<file path="src/rtl/ray_dispatcher.sv">
// ray_dispatcher
//
// Frame-level scheduler between the ray generator and NUM_UNITS ray-intersection
// units. Each accepted ray is tagged with a sequential pixel index, parked in a
// one-entry hold register and offered to the first ready unit at or after a
// round-robin pointer. Rays handed to units are counted as outstanding until
// the unit pulses unit_done; once every pixel has been issued and retired the
// block pulses frame_done.
//
// Ports
//   clk, reset_n           clock, asynchronous active-low reset
//   start, num_pixels      begin a frame of num_pixels rays (sampled in IDLE)
//   in_valid/in_ready      generator handshake, in_dir_{x,y,z} ray direction
//   out_valid/out_ready    per-unit handshake, out_valid is one-hot
//   out_dir_{x,y,z}        held ray broadcast to all units
//   out_pixel_idx          pixel index of the held ray
//   unit_done              per-unit retire pulse, one per ray
//   busy                   frame in progress (state != IDLE)
//   frame_done             one-cycle pulse at frame completion
`timescale 1ns/1ps

module ray_dispatcher #(
  parameter int NUM_UNITS = 4,
  parameter int DIR_W     = 32,
  parameter int IDX_W     = 24
) (
  input  logic                 clk,
  input  logic                 reset_n,
  input  logic                 start,
  input  logic [IDX_W-1:0]     num_pixels,
  input  logic                 in_valid,
  output logic                 in_ready,
  input  logic [DIR_W-1:0]     in_dir_x,
  input  logic [DIR_W-1:0]     in_dir_y,
  input  logic [DIR_W-1:0]     in_dir_z,
  output logic [NUM_UNITS-1:0] out_valid,
  input  logic [NUM_UNITS-1:0] out_ready,
  output logic [DIR_W-1:0]     out_dir_x,
  output logic [DIR_W-1:0]     out_dir_y,
  output logic [DIR_W-1:0]     out_dir_z,
  output logic [IDX_W-1:0]     out_pixel_idx,
  input  logic [NUM_UNITS-1:0] unit_done,
  output logic                 busy,
  output logic                 frame_done
);

  localparam int PTR_W = (NUM_UNITS > 1) ? $clog2(NUM_UNITS) : 1;

  typedef enum logic [1:0] {
    IDLE,
    DISPATCH,
    DRAIN,
    DONE
  } state_t;

  state_t             state;
  logic [IDX_W-1:0]   num_px;       // frame size latched on start
  logic [IDX_W-1:0]   load_cnt;     // rays accepted so far this frame
  logic [IDX_W:0]     outstanding;  // rays handed to units, not yet retired
  logic [PTR_W-1:0]   rr_ptr;
  logic               hold_valid;

  logic               grant_found;
  logic [PTR_W-1:0]   grant_idx;
  logic               xfer;
  logic               load;
  logic [IDX_W:0]     done_cnt;
  logic [IDX_W:0]     out_inc;
  logic [IDX_W:0]     outstanding_nxt;
  logic [PTR_W-1:0]   rr_nxt;

  // Round-robin search: first ready unit at or after rr_ptr, wrapping.
  // NOTE: every always_comb output gets a default before any conditional
  // assignment, so no path leaves it unassigned and no latch is inferred.
  always_comb begin
    int             cand;
    logic [PTR_W-1:0] cand_idx;
    grant_found = 1'b0;
    grant_idx   = '0;
    cand        = 0;
    cand_idx    = '0;
    for (int k = 0; k < NUM_UNITS; k++) begin
      cand = int'(rr_ptr) + k;
      if (cand >= NUM_UNITS) cand = cand - NUM_UNITS;
      cand_idx = cand[PTR_W-1:0];
      if (!grant_found && out_ready[cand_idx]) begin
        grant_found = 1'b1;
        grant_idx   = cand_idx;
      end
    end
  end

  assign xfer      = hold_valid && grant_found;
  assign out_valid = xfer ? (NUM_UNITS'(1) << grant_idx) : '0;

  // A transfer in the same cycle frees the hold register, so a new ray can be
  // accepted back-to-back without a bubble.
  assign in_ready = (state == DISPATCH) && (load_cnt < num_px) && (!hold_valid || xfer);
  assign load     = in_valid && in_ready;

  assign rr_nxt = (grant_idx == PTR_W'(NUM_UNITS - 1)) ? '0 : grant_idx + PTR_W'(1);

  // Net outstanding update; retire pulses beyond the in-flight count are
  // dropped by saturating at zero.
  always_comb begin
    done_cnt = '0;
    for (int i = 0; i < NUM_UNITS; i++) begin
      done_cnt = done_cnt + (IDX_W+1)'(unit_done[i]);
    end
    out_inc         = outstanding + (IDX_W+1)'(xfer);
    outstanding_nxt = (out_inc > done_cnt) ? out_inc - done_cnt : '0;
  end

  assign busy       = (state != IDLE);
  assign frame_done = (state == DONE);

  // NOTE: state is updated only with non-blocking assignments so every
  // register samples pre-edge values regardless of statement order.
  always_ff @(posedge clk or negedge reset_n) begin
    if (!reset_n) begin
      state         <= IDLE;
      num_px        <= '0;
      load_cnt      <= '0;
      outstanding   <= '0;
      rr_ptr        <= '0;
      hold_valid    <= 1'b0;
      out_dir_x     <= '0;
      out_dir_y     <= '0;
      out_dir_z     <= '0;
      out_pixel_idx <= '0;
    end else begin
      outstanding <= outstanding_nxt;

      if (xfer) rr_ptr <= rr_nxt;

      if (load) begin
        out_dir_x     <= in_dir_x;
        out_dir_y     <= in_dir_y;
        out_dir_z     <= in_dir_z;
        out_pixel_idx <= load_cnt;
        load_cnt      <= load_cnt + IDX_W'(1);
        hold_valid    <= 1'b1;
      end else if (xfer) begin
        hold_valid <= 1'b0;
      end

      // NOTE: the frame-start clears below come later in the block, so they
      // take precedence over the datapath updates above in the same cycle.
      unique case (state)
        IDLE: begin
          if (start) begin
            num_px      <= num_pixels;
            load_cnt    <= '0;
            outstanding <= '0;
            rr_ptr      <= '0;
            hold_valid  <= 1'b0;
            state       <= (num_pixels != '0) ? DISPATCH : DONE;
          end
        end
        DISPATCH: begin
          if ((load_cnt == num_px) && !hold_valid) state <= DRAIN;
        end
        DRAIN: begin
          if (outstanding == '0) state <= DONE;
        end
        DONE: begin
          state <= IDLE;
        end
        default: state <= IDLE;
      endcase
    end
  end

endmodule

</file>
<file path="config.mk">
export PLATFORM = sky130hd
export DESIGN_NAME = ray_dispatcher
export DESIGN_NICKNAME = d
export VERILOG_FILES = /design/src/rtl/ray_dispatcher.sv
export SDC_FILE = /design/constraint.sdc
export NUM_CORES = 1
export LEC_CHECK = 0
export ABC_AREA = 0
export BUFFER_PORTS_ARGS = -buffer_cell sky130_fd_sc_hd__buf_4
export CAP_MARGIN = 20
export CORE_MARGIN = 2
export CORE_UTILIZATION = 40
export DETAILED_ROUTE_END_ITERATION = 16
export GPL_ROUTABILITY_DRIVEN = 1
export GPL_TIMING_DRIVEN = 0
export PLACE_DENSITY = 0.73
export SLEW_MARGIN = 10
export SYNTH_ARGS = -nofsm -noshare
export SYNTH_HDL_FRONTEND = slang
export SYNTH_SLANG_ARGS = --single-unit
</file>
<file path="constraint.sdc">
create_clock -name clk -period 5.9 [get_ports clk]
set_input_delay 0.59 -clock clk [delete_from_list [all_inputs] [get_ports clk]]
set_output_delay 0.59 -clock clk [all_outputs]
set_load 0.1 [all_outputs]
</file>
# After elaboration in Yosys (flattened, before gate mapping)
# Index checks and enable logic that the tools add are counted.
[totals]
elab_cells = 102
register_bits = 198
[classes]
addsub = 14
n_lt_le_gt_ge = 10
muxes = 40
n_reduce_logical = 19
eq_ne = 8
n_shift = 1
[op_table]
columns = ["cell", "n"]
rows = [
  ["$mux W25", 3],
  ["$mux W24", 3],
  ["$mux W2", 16],
  ["$add A25 B1 Y25", 1],
  ["$gt A25 B4 Y1", 1],
  ["$logic_not A25 Y1", 1],
  ["$sub A25 B4 Y25", 1],
  ["$add A24 B1 Y24 const B", 1],
  ["$eq A24 B24 Y1", 1],
  ["$lt A24 B24 Y1", 1],
  ["$reduce_bool A24 Y1", 1],
  ["$lt A2 B3 Y1 const B", 4],
  ["$mux W1", 12],
  ["$ge A3 B3 Y1 const B", 3],
  ["$bmux W1 S2", 4],
  ["$logic_and A1 B1 Y1", 8],
  ["$pmux W2 S4", 1],
  ["$sub A2 B1 Y2 const B", 4],
  ["$add A2 B2 Y3 const B", 2],
  ["$eq A2 B2 Y1 const B", 3],
  ["$add A3 B1 Y4", 1],
  ["$logic_not A1 Y1", 4],
  ["$mux W4", 1],
  ["$ne A2 B2 Y1 const B", 2],
  ["13 further kinds", 13],
]

# Logic depth before layout (Yosys ltp)
[logic_depth]
word_depth = 21
depth_mapped = 15
mapped_depth_nobuf = 13

# Least setup slack after synthesis
# Ideal clock, no wire load.
[synth_timing]
kind = "reg2out"
start = "register load_cnt[1]"
end = "output port in_ready"
path_buffers = 0
arrival_time_ns = 3.678
required_ns = 5.310
path_stages_with_launch = 8
setup_slack_ns = 1.632
path_cell_list = "dfrtp_1 > ha_1 > nor2b_1 > o21a_1 > o21ai_1 > a21oi_1 > o31a_1 > nor3b_1"
[synth_via]
elab_chain_len = 3
[synth_lines]
columns = ["element", "line_no", "rtl"]
rows = [
  ["start, declared", "58", "logic [IDX_W-1:0] load_cnt;"],
  ["start signal, assigned", "141", "load_cnt <= load_cnt + IDX_W'(1);"],
  ["$lt A24 B24 Y1", "98", "assign in_ready = (state == DISPATCH) && (load_cnt < num_px) && (!hold_valid || xfer);"],
  ["$logic_and A1 B1 Y1 (2 in a row)", "98", ""],
  ["end, declared", "32", "output logic in_ready,"],
]
# No other way between the ends.

# Final worst setup path
[layout_timing]
start = "input port out_ready[0]"
end = "register outstanding[21]"
[layout_via]
elab_chain_len = 18
word_cells_on_any_way = 25
[layout_lines]
columns = ["element", "line_no", "rtl"]
rows = [
  ["start, declared", "37", "input logic [NUM_UNITS-1:0] out_ready,"],
  ["$bmux W1 S2", "86", "if (!grant_found && out_ready[cand_idx]) begin"],
  ["$mux W1 (not written as such)", "86", ""],
  ["$mux W1", "86", ""],
  ["$logic_not A1 Y1", "86", ""],
  ["$logic_and A1 B1 Y1", "86", ""],
  ["$mux W1", "86", ""],
  ["$logic_not A1 Y1", "86", ""],
  ["$logic_and A1 B1 Y1", "86", ""],
  ["[2 not listed]", "-", ""],
  ["$logic_and A1 B1 Y1", "86", ""],
  ["$mux W1 (*)", "86", ""],
  ["$logic_and A1 B1 Y1 (*)", "93", "assign xfer = hold_valid && grant_found;"],
  ["$add A25 B1 Y25 (*)", "110", "out_inc = outstanding + (IDX_W+1)'(xfer);"],
  ["$sub A25 B4 Y25 or $gt A25 B4 Y1 (tied branches)", "111", "outstanding_nxt = (out_inc > done_cnt) ? out_inc - done_cnt : '0;"],
  ["$mux W25 (*)", "111", ""],
  ["$mux W25", "151", "if (start) begin"],
  ["$mux W25 (*)", "149", "unique case (state)"],
  ["end signal, assigned", "132", "outstanding <= outstanding_nxt;"],
  ["end, declared", "59", "logic [IDX_W:0] outstanding;"],
]
# Mark *: on every way between the ends. The rest lies on a longest branch, timed or not. The select of a mux whose other input is x is not followed.
# A chain may end at the register's enable or synchronous reset.

==> impl_metrics.json <==
{
  "clock_sinks": 198,
  "die_area_mm2": 0.0263,
  "syn2layout_area_growth_pct": 30.5,
  "r2r-start": "hold_valid",
  "hold_viol_final": 0,
  "power.ir.vdd_worst_mv": 0.486,
  "finish.instance_area_mm2": 0.0130,
  "cts_tree": "built",
  "period_minus_slack_ps": 4390,
  "synth-async-reset-ratio_pct": 100,
  "r2r-end": "outstanding[21]",
  "synth_top_area_share_pct": 49.5,
  "io_pins": 259,
  "worst-path-buf-inv": 2,
  "wire_per_inst_um": 15.9,
  "relSlewSlack_pct": 47.4,
  "numPortBuffers": 258,
  "overflow": 0,
  "gp_congestion": 0.845,
  "start_util_pct": 40.9,
  "synth_seq_cells": 198,
  "worst_path_max_delay_cell": "nor3_1",
  "r2r_cells": 13,
  "min_period_over_period_pct": 74.4,
  "antenna_found_initial": 0,
  "root_buffer": "clkbuf_16",
  "drt_iter0_drc": 610,
  "hold_ws_ps": 54.4,
  "grt_pass1_wl_um": 45400,
  "rsz0062_at_grt": "no",
  "power_leakage_nw": 6.64,
  "critPathArrivalTime_ps": 4710,
  "grt_pass1_vias": 8967,
  "dp_hpwl_um": 20700,
  "die_height_um": 162,
  "crit_required_ps": 6220,
  "synth_edf_count": 0,
  "drtAntennaViolNets": 0,
  "syn_area_mm2": 0.0100,
  "path_delay_family": "simple AND/OR/NAND/NOR gates",
  "hp-class": "input port to asynchronous set/reset pin",
  "status": "finished clean",
  "worstSkewPairLatency_ps": 460,
  "timing.critical_path.mode_cell": "ha_1",
  "max_freq_mhz": 228,
  "fillers": 2243,
  "drt_wl_total_um": 27900,
  "synth.most_common_cell": "nand2_1",
  "syn_nets": 1316,
  "ys_seq_area_share_pct": 49.5,
  "postSynthAreaPerCell_um2": 8.77,
  "fin_tns_setup_ps": 0,
  "ctsHoldBuffers": 0,
  "die-width_um": 162,
  "drc": 0,
  "synthFlopType": "dfrtp_1",
  "h-tree-depth": 4,
  "maxSlewViolCount": 0,
  "placeableCoreArea_mm2": 0.0245,
  "finish.utilization_pct": 53.3,
  "cts_buffers": 17,
  "cp-end-kind": "register",
  "num-nets-final": 1595,
  "routed-via-count": 8835,
  "start_kind": "input port",
  "power_density_mw_per_mm2": 608,
  "postCtsSetupBuffers": 0,
  "drtPass1Iterations": 6,
  "yosys.area.top_type": "dfrtp_1",
  "syn_inst": 1140,
  "synthTopCellsByArea": "dfrtp_1 50%, nand2_1 16%, ha_1 5.3%",
  "crit_fanout": 9,
  "dpl_cell_area_mm2": 0.0124,
  "placementRows": 57,
  "cap_violations": 0,
  "max_stage_delay_ps": 600,
  "clk_pin_slew_ps": 90,
  "r2r_slack_ps": 1600,
  "viasPerCell": 5.03,
  "worst_pin_slew_ps": 783,
  "clock_tree.buffer_depth": 2,
  "ys_types": 65,
  "skew_ps": 22.2,
  "n_antenna_cell": 0,
  "path_cells": "buf_4 -> nor4_1 -> nor2b_1 -> clkbuf_1 -> ha_1 -> ha_1 -> ha_1 -> nor2b_1 -> o21a_1 -> nor3_1 -> nand2_1 -> nor3_1 -> nand3_1 -> xnor2_1 -> nor2_1",
  "crit_type": "input port to register",
  "final-setup-viol-count": 0,
  "layout-drive-gt1-share_pct": 23.0,
  "cts_resized": 0,
  "yosys_warnings": 0,
  "grt_usage_pct": 21.5,
  "yosys-top-cells-count": "416 x nand2_1, 198 x dfrtp_1, 49 x nor2_1, 44 x clkbuf_1, 42 x ha_1",
  "grt_max_degree": 80
}
==> logic make-up (layout without fill, tap and decap cells) <==
logic type	Yosys count	after routing	synth area share, %
simple gates	628	628	28.1
xor+xnor	35	35	3.07
buf+inv	99	391	4.73
fa+ha+maj	44	44	5.66
compound gates	129	129	8.18
mux	7	7	0.713
flops	198	198	49.5
==> placed cells by master, fill, tap and decap left out, types with 7 or more instances in the layout <==
cell type  instances
buf_4            257
or3_1             12
dfrtp_1          198
nor2_1            49
nor2b_1           10
o21ai_0           40
o41ai_1            7
and3_1             9
nor4_1            15
nand2_1          416
nand3_1           29
or4_1              7
nand4_1           22
a21oi_1           40
xnor2_1           22
inv_1             40
clkbuf_16         17
a21o_1            10
xor2_1            13
clkbuf_1          44
nor3_1            18
ha_1              42
==> per-stage QoR <==
step           worst slack (ps)  std cells  power, mW
2_1_floorplan              1630       1140       5.63
3_3_place_gp               1280       1722       6.60
3_5_place_dp               1160       1724       6.70
4_1_cts                    1550       1756       7.98
5_1_grt                     981       1756       8.37
6_report                   1510       1756       7.94
==> per-layer routing <==
metal	routed length [um]	global-route usage (%)
met1	11600	26.8
met2	13800	36.1
met3	1760	5.95
met4	677	7.16
met5	0	0
==> registers in the layout (all words and copies together) (netlist names) <==
register,count
load_cnt,24
out_dir_y,32
hold_valid,1
rr_ptr,2
out_dir_z,32
out_pixel_idx,24
state,2
out_dir_x,32
num_px,24
outstanding,25
==> report_power, final <==
| group | leakage [nW] | total (mW) | internal [mW] | switching (mW) |
|---|---|---|---|---|
| clock network | 0.313 | 1.27 | 0.604 | 0.663 |
| registers | 2.56 | 2.11 | 1.83 | 0.281 |
| logic | 3.77 | 4.56 | 1.06 | 3.50 |
==> cell type report <==
class,count,area (um^2),share of cell area (%)
buffer,59,323,2.47
clock buffer,17,425,3.26
clock inverter,15,219,1.68
inverter,40,150,1.15
multi-input combinational,843,4570,35.0
sequential,198,4950,38.0
tap,324,405,3.11
timing repair buffer,260,2000,15.3
==> how the worst max path moves through the flow <==
stage                            start         endpoint  slack [ps]  depth (start not counted)
final                     out_ready[0]  outstanding[21]        1510                         15
after global routing      out_ready[0]  outstanding[21]         980                         15
after CTS                 out_ready[0]  outstanding[21]        1550                         15
after detailed placement  out_ready[0]  outstanding[21]        1160                         15
after global placement    out_ready[0]  outstanding[21]        1280                         15
after floorplan            load_cnt[1]         in_ready        1630                          7
==> worst register-to-register path, cell delays in order (launching register included) <==
cell and delay (ps):
dfrtp_1 390, nor2b_1 140, clkbuf_1 330, ha_1 370, ha_1 300, ha_1 320
nor2b_1 140, o21a_1 200, nor3_1 600, nand2_1 320, nor3_1 550, nand3_1 200
xnor2_1 240, nor2_1 70
(Power assumes the default switching activity.)
